===== src/rtl/pipeline_ctrl_pkg.sv =====
// Shared types and constants for the pipeline hazard controller and the decode stage.
// Optional statistics are enabled by defining HAZARD_STATS_EN.
package pipeline_ctrl_pkg;

   typedef enum logic [1:0] {
      RST_WAIT   = 2'd0,
      RUN        = 2'd1,
      LOAD_STALL = 2'd2,
      DIV_WAIT   = 2'd3
   } hz_state_t;

   localparam int REG_W_DEFAULT = 4;

   // Instruction class the decode stage treats as a bubble.
   localparam logic [4:0] NOP_CLASS = 5'b00000;

   function automatic int maxInt(input int a, input int b);
      return (a > b) ? a : b;
   endfunction

endpackage


===== src/rtl/stall_counter.sv =====
// Loadable down-counter with a zero flag, shared by load-use and divide stalls.
module stall_counter #(
   parameter int W = 3
) (
   input  logic         clk,
   input  logic         rst,
   input  logic         load,
   input  logic [W-1:0] load_value,
   input  logic         dec,
   output logic [W-1:0] count,
   output logic         zero
);

   // A load always wins over a decrement, and the count parks at zero rather
   // than wrapping so a stray decrement can never create a phantom stall.
   always_ff @(posedge clk or negedge rst) begin
      if (!rst) begin
         count <= '0;
      end else if (load) begin
         count <= load_value;
      end else if (dec && (count != '0)) begin
         count <= count - W'(1);
      end
   end

   assign zero = (count == '0);

endmodule


===== src/rtl/pipeline_hazard_ctrl.sv =====
// Stall/flush scheduler for the fetch and decode buffers: load-use, divide, branch.
// Define HAZARD_STATS_EN to add saturating event counters on extra output ports.
module pipeline_hazard_ctrl
   import pipeline_ctrl_pkg::*;
#(
   parameter int REG_W             = REG_W_DEFAULT,
   parameter int DIV_CYCLES        = 8,
   parameter int LOAD_STALL_CYCLES = 1,
   parameter int CNT_W             = 16
) (
   input  logic             clk,
   input  logic             rst,
   input  logic             id_valid,
   input  logic [REG_W-1:0] id_ra,
   input  logic [REG_W-1:0] id_rb,
   input  logic             id_uses_ra,
   input  logic             id_uses_rb,
   input  logic             ex_valid,
   input  logic             ex_is_load,
   input  logic             ex_is_div,
   input  logic             ex_writes,
   input  logic [REG_W-1:0] ex_rd,
   input  logic             ex_branch_taken,
   output logic             fetch_en,
   output logic             decode_en,
   output logic             if_flush,
   output logic             id_flush,
   output logic             ex_hold,
   output logic             busy
`ifdef HAZARD_STATS_EN
   ,
   output logic [CNT_W-1:0] stat_load_stalls,
   output logic [CNT_W-1:0] stat_div_cycles,
   output logic [CNT_W-1:0] stat_flushes
`endif
);

   localparam int STALL_W = (maxInt(DIV_CYCLES, LOAD_STALL_CYCLES) > 1)
                            ? $clog2(maxInt(DIV_CYCLES, LOAD_STALL_CYCLES)) : 1;

   hz_state_t        state;
   hz_state_t        nextState;
   logic [STALL_W-1:0] stallCnt;
   logic             stallZero;
   logic             cntLoad;
   logic [STALL_W-1:0] cntLoadValue;
   logic             cntDec;
   logic             divStart;
   logic             loadUse;
   logic             loadBubble;
   logic             branchFlush;

   // Raw event detection; priority between them is resolved in the FSM below.
   // Register 0 is deliberately treated like any other register.
   always_comb begin
      divStart = ex_valid && ex_is_div;
      loadUse  = ex_valid && ex_is_load && ex_writes && id_valid &&
                 ((id_uses_ra && (id_ra == ex_rd)) ||
                  (id_uses_rb && (id_rb == ex_rd)));
   end

   stall_counter #(
      .W(STALL_W)
   ) u_stall_counter (
      .clk        (clk),
      .rst        (rst),
      .load       (cntLoad),
      .load_value (cntLoadValue),
      .dec        (cntDec),
      .count      (stallCnt),
      .zero       (stallZero)
   );

   // State register only; all controls are decoded combinationally from it so
   // that an asserted reset forces the reset outputs without waiting for a clock.
   always_ff @(posedge clk or negedge rst) begin
      if (!rst) begin
         state <= RST_WAIT;
      end else begin
         state <= nextState;
      end
   end

   // Mealy output and next-state decode. In RUN a taken branch beats a divide,
   // which beats a load-use hazard. The RUN cycle that sees the divide is its
   // first hold cycle, and the DIV_WAIT cycle at count 0 is its last, so the
   // divide occupies EX for exactly DIV_CYCLES cycles (DIV_CYCLES=2 still
   // passes through DIV_WAIT once). The RUN bubble is the first of the
   // LOAD_STALL_CYCLES load-use bubbles.
   always_comb begin
      nextState    = state;
      fetch_en     = 1'b0;
      decode_en    = 1'b0;
      if_flush     = 1'b1;
      id_flush     = 1'b1;
      ex_hold      = 1'b0;
      cntLoad      = 1'b0;
      cntLoadValue = '0;
      cntDec       = 1'b0;
      loadBubble   = 1'b0;
      branchFlush  = 1'b0;
      case (state)
         RST_WAIT: begin
            nextState = RUN;
         end
         RUN: begin
            fetch_en  = 1'b1;
            decode_en = 1'b1;
            if_flush  = 1'b0;
            id_flush  = 1'b0;
            if (ex_branch_taken) begin
               if_flush    = 1'b1;
               id_flush    = 1'b1;
               branchFlush = 1'b1;
            end else if (divStart) begin
               fetch_en     = 1'b0;
               decode_en    = 1'b0;
               ex_hold      = 1'b1;
               cntLoad      = 1'b1;
               cntLoadValue = STALL_W'(DIV_CYCLES - 2);
               nextState    = DIV_WAIT;
            end else if (loadUse) begin
               fetch_en     = 1'b0;
               decode_en    = 1'b0;
               id_flush     = 1'b1;
               loadBubble   = 1'b1;
               cntLoad      = 1'b1;
               cntLoadValue = STALL_W'(LOAD_STALL_CYCLES - 1);
               if (LOAD_STALL_CYCLES > 1) begin
                  nextState = LOAD_STALL;
               end
            end
         end
         DIV_WAIT: begin
            if_flush = 1'b0;
            id_flush = 1'b0;
            ex_hold  = 1'b1;
            cntDec   = 1'b1;
            if (stallZero) begin
               nextState = RUN;
            end
         end
         LOAD_STALL: begin
            if_flush   = 1'b0;
            loadBubble = 1'b1;
            cntDec     = 1'b1;
            if (stallCnt <= STALL_W'(1)) begin
               nextState = RUN;
            end
         end
         default: begin
            nextState = RST_WAIT;
         end
      endcase
   end

   assign busy = (state != RUN);

`ifdef HAZARD_STATS_EN
   // Event counters saturate at all-ones instead of wrapping so long runs
   // still report a meaningful (if clipped) figure.
   always_ff @(posedge clk or negedge rst) begin
      if (!rst) begin
         stat_load_stalls <= '0;
         stat_div_cycles  <= '0;
         stat_flushes     <= '0;
      end else begin
         if (loadBubble && (stat_load_stalls != '1)) begin
            stat_load_stalls <= stat_load_stalls + CNT_W'(1);
         end
         if (ex_hold && (stat_div_cycles != '1)) begin
            stat_div_cycles <= stat_div_cycles + CNT_W'(1);
         end
         if (branchFlush && (stat_flushes != '1)) begin
            stat_flushes <= stat_flushes + CNT_W'(1);
         end
      end
   end
`endif

endmodule

===== config.mk =====
export PLATFORM = sky130hd
export DESIGN_NAME = pipeline_hazard_ctrl
export DESIGN_NICKNAME = d
export VERILOG_FILES = /design/src/rtl/pipeline_ctrl_pkg.sv /design/src/rtl/stall_counter.sv /design/src/rtl/pipeline_hazard_ctrl.sv
export SDC_FILE = /design/constraint.sdc
export NUM_CORES = 1
export LEC_CHECK = 0
export BUFFER_PORTS_ARGS = -buffer_cell sky130_fd_sc_hd__buf_4
export CORE_AREA = 2 2 39 41
export CTS_BUF_LIST = sky130_fd_sc_hd__clkbuf_8 sky130_fd_sc_hd__clkbuf_16
export DETAILED_ROUTE_END_ITERATION = 7
export DIE_AREA = 0 0 41 43
export PLACE_DENSITY = 0.75
export SYNTH_ARGS = -nofsm -noshare
export SYNTH_HDL_FRONTEND = slang
export SYNTH_HIERARCHICAL = 1
export SYNTH_SLANG_ARGS = --single-unit

===== constraint.sdc =====
create_clock -name clk -period 1.7 [get_ports clk]
set_input_delay 0.17 -clock clk [delete_from_list [all_inputs] [get_ports clk]]
set_output_delay 0.17 -clock clk [all_outputs]
set_load 0.03 [all_outputs]

==> impl_summary.txt <==
----------------------------------------------------
[Run status]
  Outcome ... finished, final reports clean

[STA]
  Number of max-slew violations in the final report ... 0
  Final period util ... 0.932
  Unrepaired setup endpoints after global routing ... false
  Highest achievable clock rate ... 631 MHz
  Number of hold violations in the final report ... 0
  Final min period ... 1.58 ns
  Post-Route Setup TNS ... 0 ns
  Clock skew after layout ... 0.000260 ns
  Setup violators final ... 0

[Clocking]
  Clock tree from TritonCTS ... yes
  Clock sink count ... 5
  H-tree level count ... 1
  Longest Clk Path Bufs ... 2
  Reg clk slew, reported paths ... 0.03 ns
  Number of buffers created by CTS ... 3
  Clock network latency to the later pin of the worst-skew pair ... 0.22 ns
  Clock Tree Root ... sky130_fd_sc_hd__clkbuf_8

[Placed design]
  Port buffer count ... 27
  Detailed placer's ending HPWL ... 962 um
  Area after DPL ... 723 um^2
  Final weighted congestion in routability-driven placement ... 0.781

[Synth]
  Post-synth ARST share ... 1.00
  YS warnings ... 6
  Library cell with the largest summed area after synthesis ... sky130_fd_sc_hd__dfrtp_1
  Netlist cell types ... 23
  Synthesized flop and latch total ... 5
  Post-Synthesis Net Count ... 80
  Mean post-synth cell area ... 8.60 um^2
  Leading post-synthesis cells by cell area ... sky130_fd_sc_hd__dfrtp_1 26%, sky130_fd_sc_hd__xnor2_1 15%, sky130_fd_sc_hd__nand2_1 7.8%
  Post-synthesis sequential area ratio ... 0.260
  Number of standard cells after synthesis ... 56
  Number of enable-type register cells in the synthesized netlist ... 0
  Most used DFF post-synth ... sky130_fd_sc_hd__dfrtp_1
  Area fraction of the dominant cell type after synthesis ... 0.260
  Post-synth design cell area ... 482 um^2

[Setup path]
  Cell depth of the worst flop-to-flop path ... 5
  Crit start category ... flop
  Capture point of the worst reg-to-reg path ... u_stall_counter/count[2]
  Endpoint kind of the worst setup timing path ... output port
  Worst setup path class ... reg -> out
  Reg2reg start ... u_stall_counter/count[0]
  R2R setup slack ... 0.13 ns
  Biggest fanout along the worst timing path ... 5
  WP data arrival ... 1.41 ns
  Req. time, crit path ... 1.53 ns

[Die]
  Standard-cell row count ... 14
  Overall die height ... 43 um
  Core region area ... 1380 um^2
  Starting density of the core ... 0.348
  Width of the die ... 41 um
  Die ar. ... 1760 um^2
  Count of boundary I/O pins ... 28

[Final layout]
  Commonest cells after routing, fill and taps aside ... 31 x sky130_fd_sc_hd__buf_4, 10 x sky130_fd_sc_hd__nand2_1, 8 x sky130_fd_sc_hd__xnor2_1
  Final Net Count ... 115
  Number of inserted diodes ... 0
  Non-Filler Cell Area, Final ... 783 um^2
  Ratio of cells with drive above 1 in the final layout ... 0.422
  Most common library cell in the layout ignoring fill and taps ... sky130_fd_sc_hd__buf_4
  Post-synthesis to final-layout area growth ... 62.6%

[Global routing]
  Number of antenna violations at the first check in global routing ... 0
  Global-route wire length before repair ... 1.80 mm
  Via count of the first global-routing pass ... 482
  Global routing usage summed across all routing layers ... 0.148
  Pin count of the biggest net entering global routing ... 11
  Overflow left after global routing ... 0

[Power]
  Leakage dissipation ... 0.000379 uW
  PD cells ... 1180 nW/um^2
  Worst vdd rail ir drop ... 0.675 mV

[Min path]
  Hold endpoint ... state[1]
  Hold path cells ... 3
  Launch point of the worst hold path ... ex_branch_taken
  Hold crit path type ... in -> reg

[Detailed routing]
  Via Count ... 527
  Drt via density ... 4.97
  Average wire per cell in the routed design ... 11.1 um
  DR DRC count ... 0
  Count of nets left with antenna violations after detail routing ... 0
  Detailed router's first-iteration violation count ... 3
  DRT Wirelength ... 1.18 mm
  First-pass iteration count of the detailed router ... 2

[Run]
  Max-cap check violation count ... 0

----------------------------------------------------
[registers in the layout, indices dropped and copies added (netlist names)]
name	cells
state	2
u_stall_counter/count	3
[kinds of logic (layout without fill, tap and decap cells)]
logic type	after synthesis	in the layout	synth area share
adders and majority gates	2	2	0.0519
xor gates and xnor gates	8	8	0.145
DFF	5	5	0.260
AOI/OAI and AO/OA	11	11	0.210
and+or+nand+nor	21	21	0.255
other	1	1	0.00778
buffers and inverters	8	42	0.0701
[stage by stage]
step,power [uW],setup WS (ns),utilization,std cells,hold WS (ns)
CTS,932,0.0702,0.562,106,0.284
detailed placement,714,0.00488,0.523,101,-0.0263
floorplan,544,0.163,-,56,-0.126
global route,1010,0.0344,0.566,106,0.284
global placement,710,0.0387,0.523,101,-0.0279
finish,923,0.116,0.566,106,0.267
[power by group]
| part | internal, uW | total, uW | switching (uW) |
|---|---|---|---|
| logic | 244 | 522 | 278 |
| clock network | 154 | 209 | 54.9 |
| registers | 164 | 192 | 28.0 |
[worst max path at each step]
stage / from / to / slack, ns / cells past startpoint
2_1_floorplan: state[1] / ex_hold / 0.16 / 3
3_3_place_gp: id_valid / u_stall_counter/count[2] / 0.04 / 8
3_5_place_dp: id_valid / u_stall_counter/count[2] / 0.005 / 8
4_1_cts: state[1] / ex_hold / 0.07 / 4
5_1_grt: state[1] / ex_hold / 0.03 / 4
6_report: state[1] / ex_hold / 0.12 / 4
[routing by layer]
| metal | global-route usage | routed length, um |
|---|---|---|
| met1 | 0.145 | 460 |
| met2 | 0.247 | 519 |
| met3 | 0.0733 | 196 |
| met4 | 0.0600 | 0 |
| met5 | 0 | 0 |
[synth_stat cells (2+ instances only)]
library cell / count
sky130_fd_sc_hd__a21oi_1: 2
sky130_fd_sc_hd__dfrtp_1: 5
sky130_fd_sc_hd__ha_1: 2
sky130_fd_sc_hd__inv_1: 6
sky130_fd_sc_hd__nand2_1: 10
sky130_fd_sc_hd__nand2b_1: 2
sky130_fd_sc_hd__nand4_1: 2
sky130_fd_sc_hd__o211ai_1: 2
sky130_fd_sc_hd__o311ai_1: 2
sky130_fd_sc_hd__or4b_1: 3
sky130_fd_sc_hd__xnor2_1: 8
[worst max-delay path: stages (launching register included)]
cell	delay, ns
sky130_fd_sc_hd__dfrtp_1	0.36
sky130_fd_sc_hd__nand2b_2	0.23
sky130_fd_sc_hd__or3_4	0.39
sky130_fd_sc_hd__nand2_1	0.06
sky130_fd_sc_hd__buf_4	0.15
[layout make-up]
cell class	count	area, um^2
fill	131	601
timing repair buffer	32	243
inverter	6	22.5
clock buffer	3	41.3
sequential	5	125
clock inverter	1	3.75
tap	16	20.0
multi-input combinational	43	328
[what timing repair did]
action                                 4_1_cts  5_1_grt
hold buffers                                 1        0
setup endpoints to repair                    0        1
gates resized for setup                      0        1
setup buffers                                0        0
endpoints found under the hold margin        5        0
No activity file was read; power rests on OpenSTA's default activity.
